<file path="config.mk">
export PLATFORM = sky130hd
export DESIGN_NAME = mcs4_bus_ctl
export DESIGN_NICKNAME = d
export VERILOG_FILES = /design/src/rtl/mcs4_pkg.sv /design/src/rtl/mcs4_phase_track.sv /design/src/rtl/mcs4_bus_ctl.sv
export SDC_FILE = /design/constraint.sdc
export NUM_CORES = 1
export LEC_CHECK = 0
export CORE_MARGIN = 2
export CORE_UTILIZATION = 45
export CTS_CLUSTER_DIAMETER = 120
export CTS_CLUSTER_SIZE = 12
export DETAILED_ROUTE_END_ITERATION = 8
export PLACE_DENSITY = 0.87
export SYNTH_ARGS = -nofsm -noshare
export SYNTH_HDL_FRONTEND = slang
export SYNTH_SLANG_ARGS = --single-unit
</file>
<file path="constraint.sdc">
create_clock -name clk -period 2.1 [get_ports clk]
set_input_delay 0.21 -clock clk [delete_from_list [all_inputs] [get_ports clk]]
set_output_delay 0.21 -clock clk [all_outputs]
set_load 0.02 [all_outputs]
</file>
<file path="src/rtl/mcs4_pkg.sv">
`default_nettype none
// ============================================================================
// Package : mcs4
// Purpose : Shared types and constants for the MCS-4 core and bus controller.
//           Instruction-cycle phases, I/O-group OPA codes, RAM selection
//           record, memory latencies, and a few decode helpers.
// Revision: 1.0  initial release
// ============================================================================
package mcs4;

    // UNSYNC is the power-up / lost-alignment state; the rest are the eight
    // clock phases of one instruction cycle.
    typedef enum logic [3:0] {
        UNSYNC = 4'd0,
        A1     = 4'd1,
        A2     = 4'd2,
        A3     = 4'd3,
        M1     = 4'd4,
        M2     = 4'd5,
        X1     = 4'd6,
        X2     = 4'd7,
        X3     = 4'd8
    } instr_cyc_t;

    // OPA field of the I/O and RAM instruction group (OPR = 0xE).
    typedef enum logic [3:0] {
        OP_WRM = 4'h0, OP_WMP = 4'h1, OP_WRR = 4'h2, OP_WPM = 4'h3,
        OP_WR0 = 4'h4, OP_WR1 = 4'h5, OP_WR2 = 4'h6, OP_WR3 = 4'h7,
        OP_SBM = 4'h8, OP_RDM = 4'h9, OP_RDR = 4'hA, OP_ADM = 4'hB,
        OP_RD0 = 4'hC, OP_RD1 = 4'hD, OP_RD2 = 4'hE, OP_RD3 = 4'hF
    } ioram_opa_t;

    // RAM character selection latched by SRC (bank comes from CM-RAM).
    typedef struct packed {
        logic [1:0] bank;
        logic [1:0] chip;
        logic [1:0] reg_idx;
        logic [3:0] char_idx;
    } ram_sel_t;

    localparam logic [3:0] Rom_latency = 4'd1;
    localparam logic [3:0] Ram_latency = 4'd1;

    // Status accesses (WR0-3, RD0-3) are exactly the OPA codes with bit 2 set.
    function automatic logic op_is_stat(input ioram_opa_t op);
        logic [3:0] b;
        b = op;
        return b[2];
    endfunction

    function automatic logic op_is_ram_read(input ioram_opa_t op);
        logic [3:0] b;
        b = op;
        return b[3] && (op != OP_RDR);
    endfunction

    // Address presented to RAM: status accesses replace the character index
    // with {2'b00, status index}.
    function automatic logic [9:0] ram_word(input ram_sel_t sel, input ioram_opa_t op);
        logic [3:0] b;
        b = op;
        if (op_is_stat(op)) begin
            return {sel.bank, sel.chip, sel.reg_idx, 2'b00, b[1:0]};
        end
        return sel;
    endfunction

    // Bank number of the lowest asserted CM-RAM line.
    function automatic logic [1:0] lowest_bank(input logic [3:0] cm);
        if (cm[0])      return 2'd0;
        else if (cm[1]) return 2'd1;
        else if (cm[2]) return 2'd2;
        return 2'd3;
    endfunction

endpackage
`default_nettype wire

</file>
<file path="src/rtl/mcs4_phase_track.sv">
`default_nettype none
// ============================================================================
// Module  : mcs4_phase_track
// Purpose : Follows the 4004 eight-phase instruction cycle from SYNC and flags
//           any misalignment.
// Ports   : clk, rst      - clock, synchronous active-high reset
//           sync          - core SYNC, expected high during X3
//           phase         - current phase (UNSYNC until first SYNC)
//           sync_err      - one-cycle pulse in the cycle SYNC is misaligned
// Revision: 1.0  initial release
// ============================================================================
module mcs4_phase_track
    import mcs4::*;
(
    input  logic       clk,
    input  logic       rst,
    input  logic       sync,
    output instr_cyc_t phase,
    output logic       sync_err
);

    instr_cyc_t state;
    instr_cyc_t state_nx;

    always_ff @(posedge clk) begin
        if (rst) begin
            state <= UNSYNC;
        end else begin
            state <= state_nx;
        end
    end

    always_comb begin
        state_nx = state;
        sync_err = 1'b0;
        case (state)
            UNSYNC: begin
                if (sync) state_nx = A1;
            end
            X3: begin
                if (sync) begin
                    state_nx = A1;
                end else begin
                    state_nx = UNSYNC;
                    sync_err = 1'b1;
                end
            end
            default: begin
                if (sync) begin
                    // Early SYNC: trust the core and realign on it.
                    state_nx = A1;
                    sync_err = 1'b1;
                end else begin
                    state_nx = instr_cyc_t'(state + 4'd1);
                end
            end
        endcase
        if (rst) sync_err = 1'b0;
    end

    assign phase = state;

endmodule
`default_nettype wire

</file>
<file path="src/rtl/mcs4_bus_ctl.sv">
`default_nettype none
// ============================================================================
// Module  : mcs4_bus_ctl
// Purpose : Bus controller between the i4004 core and synchronous ROM/RAM.
//           Fetches ROM bytes at M1/M2, latches SRC selections and executes
//           I/O-group instructions against RAM characters, RAM status and the
//           RAM/ROM output ports.
// Ports   : clk, rst                    - clock, synchronous active-high reset
//           sync, cm_rom, cm_ram        - core control lines
//           cpu_dout / cpu_din          - core data bus out / in
//           rom_en, rom_addr, rom_data  - ROM read port (1-cycle latency)
//           ram_re, ram_we, ram_addr,
//           ram_stat, ram_wdata,
//           ram_rdata                   - RAM port (1-cycle read latency)
//           ram_port_wr, rom_port_wr,
//           port_sel, port_wdata,
//           rom_port_rdata              - output/input ports
//           sync_err                    - phase misalignment pulse
// Revision: 1.0  initial release
// ============================================================================
module mcs4_bus_ctl
    import mcs4::*;
(
    input  logic        clk,
    input  logic        rst,
    input  logic        sync,
    input  logic        cm_rom,
    input  logic [3:0]  cm_ram,
    input  logic [3:0]  cpu_dout,
    output logic [3:0]  cpu_din,
    output logic        rom_en,
    output logic [11:0] rom_addr,
    input  logic [7:0]  rom_data,
    output logic        ram_re,
    output logic        ram_we,
    output logic [9:0]  ram_addr,
    output logic        ram_stat,
    output logic [3:0]  ram_wdata,
    input  logic [3:0]  ram_rdata,
    output logic        ram_port_wr,
    output logic        rom_port_wr,
    output logic [3:0]  port_sel,
    output logic [3:0]  port_wdata,
    input  logic [3:0]  rom_port_rdata,
    output logic        sync_err
);

    // Phases in which synchronous memory data becomes valid.
    localparam instr_cyc_t ROM_DATA_PHASE = instr_cyc_t'(A3 + Rom_latency);
    localparam instr_cyc_t RAM_DATA_PHASE = instr_cyc_t'(X1 + Ram_latency);

    instr_cyc_t phase;
    logic [7:0] addr_lo;
    logic [3:0] fetch_opa;   // high nibble already went to the core in M1
    logic       io_pend;
    ioram_opa_t io_op;
    logic       src_pend;
    ram_sel_t   sel;
    logic [3:0] rom_chip;
    logic [3:0] wr_data;

    mcs4_phase_track u_phase (
        .clk      (clk),
        .rst      (rst),
        .sync     (sync),
        .phase    (phase),
        .sync_err (sync_err)
    );

    always_ff @(posedge clk) begin
        if (rst) begin
            addr_lo   <= 8'h00;
            fetch_opa <= 4'h0;
            io_pend   <= 1'b0;
            io_op     <= OP_WRM;
            src_pend  <= 1'b0;
            sel       <= '0;
            rom_chip  <= 4'h0;
            wr_data   <= 4'h0;
        end else begin
            case (phase)
                A1: begin
                    addr_lo[3:0] <= cpu_dout;
                    // A resync straight to A1 skips X3, so drop leftovers here.
                    io_pend      <= 1'b0;
                    src_pend     <= 1'b0;
                end
                A2: addr_lo[7:4] <= cpu_dout;
                ROM_DATA_PHASE: fetch_opa <= rom_data[3:0];
                M2: begin
                    if (cm_rom) begin
                        io_pend <= 1'b1;
                        io_op   <= ioram_opa_t'(fetch_opa);
                    end
                end
                X2: begin
                    if (io_pend) begin
                        wr_data <= cpu_dout;
                    end else if (cm_rom) begin
                        sel.chip    <= cpu_dout[3:2];
                        sel.reg_idx <= cpu_dout[1:0];
                        rom_chip    <= cpu_dout;
                        src_pend    <= 1'b1;
                        if (cm_ram != 4'h0) sel.bank <= lowest_bank(cm_ram);
                    end
                end
                X3: begin
                    io_pend <= 1'b0;
                    if (src_pend) begin
                        sel.char_idx <= cpu_dout;
                        src_pend     <= 1'b0;
                    end
                end
                default: ;
            endcase
        end
    end

    always_comb begin
        cpu_din     = 4'h0;
        rom_en      = 1'b0;
        rom_addr    = 12'h000;
        ram_re      = 1'b0;
        ram_we      = 1'b0;
        ram_addr    = 10'h000;
        ram_stat    = 1'b0;
        ram_wdata   = 4'h0;
        ram_port_wr = 1'b0;
        rom_port_wr = 1'b0;
        port_sel    = 4'h0;
        port_wdata  = 4'h0;
        case (phase)
            A3: begin
                rom_en   = 1'b1;
                rom_addr = {cpu_dout, addr_lo};
            end
            ROM_DATA_PHASE: cpu_din = rom_data[7:4];
            M2: cpu_din = fetch_opa;
            X1: begin
                if (io_pend && op_is_ram_read(io_op)) begin
                    ram_re   = 1'b1;
                    ram_addr = ram_word(sel, io_op);
                    ram_stat = op_is_stat(io_op);
                end
            end
            RAM_DATA_PHASE: begin
                if (io_pend) begin
                    if (op_is_ram_read(io_op)) begin
                        cpu_din = ram_rdata;
                    end else if (io_op == OP_RDR) begin
                        port_sel = rom_chip;
                        cpu_din  = rom_port_rdata;
                    end
                end
            end
            X3: begin
                if (io_pend) begin
                    case (io_op)
                        OP_WRM, OP_WR0, OP_WR1, OP_WR2, OP_WR3: begin
                            ram_we    = 1'b1;
                            ram_addr  = ram_word(sel, io_op);
                            ram_stat  = op_is_stat(io_op);
                            ram_wdata = wr_data;
                        end
                        OP_WMP: begin
                            ram_port_wr = 1'b1;
                            port_sel    = {sel.bank, sel.chip};
                            port_wdata  = wr_data;
                        end
                        OP_WRR: begin
                            rom_port_wr = 1'b1;
                            port_sel    = rom_chip;
                            port_wdata  = wr_data;
                        end
                        default: ;
                    endcase
                end
            end
            default: ;
        endcase
    end

endmodule
`default_nettype wire

</file>
* Word level (Yosys, flattened, before mapping) *
Cells that the tools add are included.

storage, ports and cells
  word-level logic and storage cells = 122
  register bits after elaboration = 40
  input port bits = 28
  output and inout bits = 45

cells by class
  bitwise logic cells = 1
  reductions and logical operators = 17
  mux-type cells = 70
  add/sub/neg operators = 1
  eq/ne operators = 20

operators by type and width
  kind                                                              count
  10-bit 2-to-1 mux                                                 6
  4-bit 2-to-1 mux                                                  15
  1-bit 2-to-1 mux                                                  35
  4-bit by 3-bit == test with 1-bit output (second input constant)  8
  4-bit one-hot mux with 2 select lines                             3
  10-bit one-hot mux with 2 select lines                            1
  4-bit by 2-bit == test with 1-bit output (second input constant)  3
  12-bit 2-to-1 mux                                                 1
  4-bit one-hot mux with 3 select lines                             1
  4-bit by 1-bit == test with 1-bit output (second input constant)  2
  4-bit == test (second input constant)                             2
  4-bit logical NOT                                                 2
  2-bit 2-to-1 mux                                                  4
  2-bit != test (second input constant)                             4
  1-bit one-hot mux with 2 select lines                             4
  2-bit AND reduction                                               4
  3-bit AND reduction                                               2
  5-bit OR reduction                                                1
  4-bit by 1-bit adder with 4-bit output (second input constant)    1
  4-bit != test (second input constant)                             1
  4-bit AND reduction                                               1
  2-bit nonzero test                                                2
  4-bit nonzero test                                                1
  2-bit OR reduction                                                2
  other kinds (2)                                                   3

* Depth between registers and ports, before layout *
  word-level depth = 9
  gate-level depth with buffers = 6

* Hierarchy *
Synthesis repeated with hierarchy kept, for this count alone.

unflattened totals
  cells, all modules = 258
  area total of the unflattened synthesis = 2197.1 µm²

by module, submodules not included
  module            area an instance (µm²)  cells each  times used
  mcs4_bus_ctl      1964.4                  233         1
  mcs4_phase_track  232.7                   25          1

* Worst setup path before layout *
No wires, ideal clock.

  path type = register to output
  from = register u_phase.state[0], in the netlist u_phase.phase[0]
  to = output port ram_addr[2]
  cell stages (with the launch flop) = 6
  required time = 1890 ps
  arrival = 1781 ps
  buffers on the path = 0
  setup slack = 109 ps
  cells stage by stage = dfxtp_1 > inv_1 > ha_1 > and4bb_2 > a32oi_1 > nor4b_1

on the way
  cells in the longest elaborated chain, start to end = 2
  elaborated cells between the ends (all ways) = 3
  classes of those cells = 2 x eq/ne; 1 x mux

ends and longest elaborated chain
  element                                                                    RTL line                RTL
  from (decl)                                                                mcs4_phase_track.sv:22  instr_cyc_t state;
  from (signal assigned)                                                     mcs4_phase_track.sv:29  state <= state_nx;
  4-bit == test or 4-bit by 3-bit == test with 1-bit output (tied branches)  mcs4_bus_ctl.sv:132     case (phase)
  10-bit one-hot mux with 2 select lines (*)                                 mcs4_bus_ctl.sv:132
  to (decl)                                                                  mcs4_bus_ctl.sv:36      output logic [9:0] ram_addr,

Every way passes the cells marked *; elsewhere a longest branch is shown, timed or not.

* Worst setup path after layout *
  from = register u_phase.state[1], in the netlist u_phase.phase[1]
  to = output port ram_addr[6]

Same word-level chain as after synthesis.

==> reports/results.ini <==
[worst_setup_path]
rr_worst_depth = 6
critPathRequiredTime_ns = 1.89
crit_arrival_ns = 1.90
critical_path.max_fanout = 5
timing.rr.start = u_phase.phase[0]
end_kind = output pin
critPathKind = reg -> out
r2r_slack_ns = 0.40
r2r_end = addr_lo[1]
cp-start-kind = flip-flop

[place]
place_area_mm2 = 0.00324
post-dp-hpwl_mm = 4.70
gp_congestion = 0.872
dp_slack_ns = -0.201
io_buffers = 72

[yosys]
netlist_area_mm2 = 0.00228
synth_edf_count = 0
synth-seq-cells = 36
synth_seq_area_share_pct = 31.6
yosysUniqueCellTypes = 55
yosys_warnings = 0
synth_nets = 277
yosys_most_used_dff = dfxtp_1
postSynthCellCount = 245
syn_avg_cell_area_um2 = 9.31
async_reset_ff_share_pct = 0

[die]
coreArea_mm2 = 0.00482
dieArea_mm2 = 0.00565
num_rows = 25
fp.dieW_um = 75.2
start_util_pct = 47.4
fp.dieH_um = 75.2
io_pins = 73

[timing]
hold_ws_ns = 0.486
fmax_mhz = 474
final.setup.worst_slack_ns = -0.0104
fin_crit_sh_pct = 100
maxSlewViolCount = 0
period_needed_ns = 2.11
rsz0062_at_grt = true
skew_ns = 0.00500
worst_slew_pin_slew_ns = 0.411
setup_viol = 1
hold_viol = 0
max-slew-margin-rel_pct = 72.6

[routing]
viasPerCell = 5.29
drt_pre_antenna_iters = 4
drt_iter0_drc = 138
drt_wl_total_mm = 6.55
routedWlPerCell_um = 15.7
drc = 0
final_antenna_net_count = 0
vias = 2210

[global_route]
grt_pass1_vias = 2070
antenna_found_initial = 0
global_route.usage.met3_pct = 2.95
grt_use_met1_pct = 28.2
grt_max_degree = 37
overflow = 0
grt_pass1_wl_mm = 9.76
busiest_layer = met2
grtUsageMet2_pct = 39.7
grt_use_total_pct = 22.6

[cells_and_area]
area_delta_synth_final_pct = 47.0
fill_cells = 390
drive_gt1_share_pct = 37.9
diodes = 0
final_nets = 382
final_util_pct = 69.6
final_cell_area_mm2 = 0.00335

[run_status]
status = finished, violations left
violations = setup timing

[min_path]
hold_path_class = reg -> reg
hp-start = addr_lo[3]
hold_path_depth = 2
holdPathEnd = addr_lo[3]

[power_and_ir_drop]
vdd_drop_max_mv = 0.483
p_leak_nw = 1.54
finalPower_mw = 1.51
p_per_area_mw_per_mm2 = 451

[clock_tree]
cts_buffer_depth = 2
path_clk_slew_ns = 0.07
root_buffer = clkbuf_8
cts.htree.levels = 2
hold_buffers = 0
clk_latency_ns = 0.28
numCtsBuffers = 5
cts.sinks = 36
cts_tree = yes

[run]
timing.max_cap.violations = 0

-- worst max-delay path by stage --
stage | from | to | depth (start not counted) | slack [ns]
floorplan | u_phase.phase[0] | ram_addr[2] | 5 | 0.11
global placement | u_phase.phase[0] | ram_addr[3] | 6 | -0.13
detailed placement | u_phase.phase[1] | ram_addr[2] | 6 | -0.20
CTS | u_phase.phase[0] | port_sel[3] | 8 | -0.05
global route | u_phase.phase[1] | ram_addr[4] | 7 | -0.10
finish | u_phase.phase[1] | ram_addr[6] | 7 | -0.01
-- through the flow --
stage	std cells	TNS, ns
floorplan	245	0
global placement	403	-1.28
detailed placement	403	-2.39
CTS	415	-0.0928
global route	418	-0.763
finish	418	-0.0104
-- routing by layer --
metal | wire [um] | share of wire [%]
met5 | 0 | 0
met4 | 107 | 1.6
met3 | 292 | 4.5
met2 | 3260 | 50
met1 | 2880 | 44
-- power breakdown --
group          switching [mW]  internal [mW]  leakage (nW)
combinational          0.0914          0.116          1.20
clock                   0.256          0.351        0.0541
sequential            0.00722          0.692         0.293
-- registers in the layout, indices dropped and copies added (netlist names) --
register,flops
src_pend,1
io_op,4
fetch_opa,4
addr_lo,8
io_pend,1
sel,9
u_phase.phase,4
wr_data,4
rom_chip,1
-- logic make-up (layout without fill, tap and decap cells) --
kind of cell | after synthesis | after routing | share of synthesized area [%]
AND/OR/NAND/NOR | 97 | 97 | 28.5
flip-flops | 36 | 36 | 31.6
multiplexers | 31 | 31 | 13.6
adder cells (fa/ha/maj) | 4 | 4 | 2.19
AO/OA/AOI/OAI | 45 | 45 | 16.1
XOR/XNOR | 1 | 1 | 0.384
buffers and inverters | 31 | 137 | 7.57
-- Yosys cell counts (2+ instances only) --
| library cell | n | share of area (%) |
|---|---|---|
| a21bo_1 | 2 | 0.88 |
| a21bo_2 | 2 | 0.88 |
| a21boi_2 | 4 | 2.0 |
| a21oi_1 | 10 | 2.2 |
| a21oi_2 | 2 | 0.77 |
| a22o_1 | 4 | 1.5 |
| a22oi_1 | 4 | 1.3 |
| a31oi_1 | 2 | 0.55 |
| and2_1 | 17 | 4.7 |
| buf_2 | 3 | 0.66 |
| buf_4 | 4 | 1.3 |
| buf_6 | 5 | 2.5 |
| clkbuf_1 | 4 | 0.66 |
| dfxtp_1 | 36 | 32 |
| ha_1 | 4 | 2.2 |
| inv_1 | 13 | 2.1 |
| mux2i_1 | 31 | 14 |
| nand2_1 | 7 | 1.2 |
| nand2b_1 | 5 | 1.4 |
| nand3_1 | 9 | 2.0 |
| nand4b_2 | 3 | 2.0 |
| nor2_1 | 33 | 5.4 |
| nor2b_1 | 2 | 0.55 |
| nor3_1 | 2 | 0.44 |
| nor3b_4 | 2 | 1.6 |
| nor4b_1 | 2 | 0.77 |
| o22ai_1 | 5 | 1.4 |
-- layout by cell type, fill, tap and decap left out, types with 3 or more instances in the layout --
cell type,count
o22ai_1,5
nand2_1,7
buf_6,4
a22o_1,4
nor3b_4,3
clkbuf_2,14
buf_2,14
mux2i_1,31
nor2_1,31
and2_1,17
dfxtp_1,31
a21boi_2,4
nand4b_2,3
inv_1,11
dfxtp_2,4
a22oi_1,4
dlygate4sd2_1,4
clkbuf_8,5
a21oi_1,10
nand2b_1,5
nand3_1,9
buf_4,47
clkdlybuf4s15_2,5
clkdlybuf4s50_1,27
-- area by class of cell --
class	count	area (um2)	area share [%]
Clock buffer	5	68.8	2.05
Tap cell	67	83.8	2.50
Sequential cell	36	729	21.8
Timing Repair Buffer	115	900	26.8
Inverter	14	55.1	1.64
Clock inverter	3	42.5	1.27
Multi-Input combinational cell	178	1470	44.0
-- what timing repair did --
action | CTS | global route
resized for setup | 131 | 63
pin swaps | 1 | 4
endpoints found under the setup margin | 45 | 42
hold endpoints to repair | 0 | 0
buffers inserted | 4 | 1
cloned | 0 | 2
-- critical path: stages, from the launching register on --
cell      delay (ns)
dfxtp_4         0.37
inv_4           0.06
ha_4            0.15
and4bb_2        0.31
o211ai_1        0.20
buf_4           0.23
a21boi_2        0.13
buf_4           0.16
No activity file was read; power rests on OpenSTA's default activity.
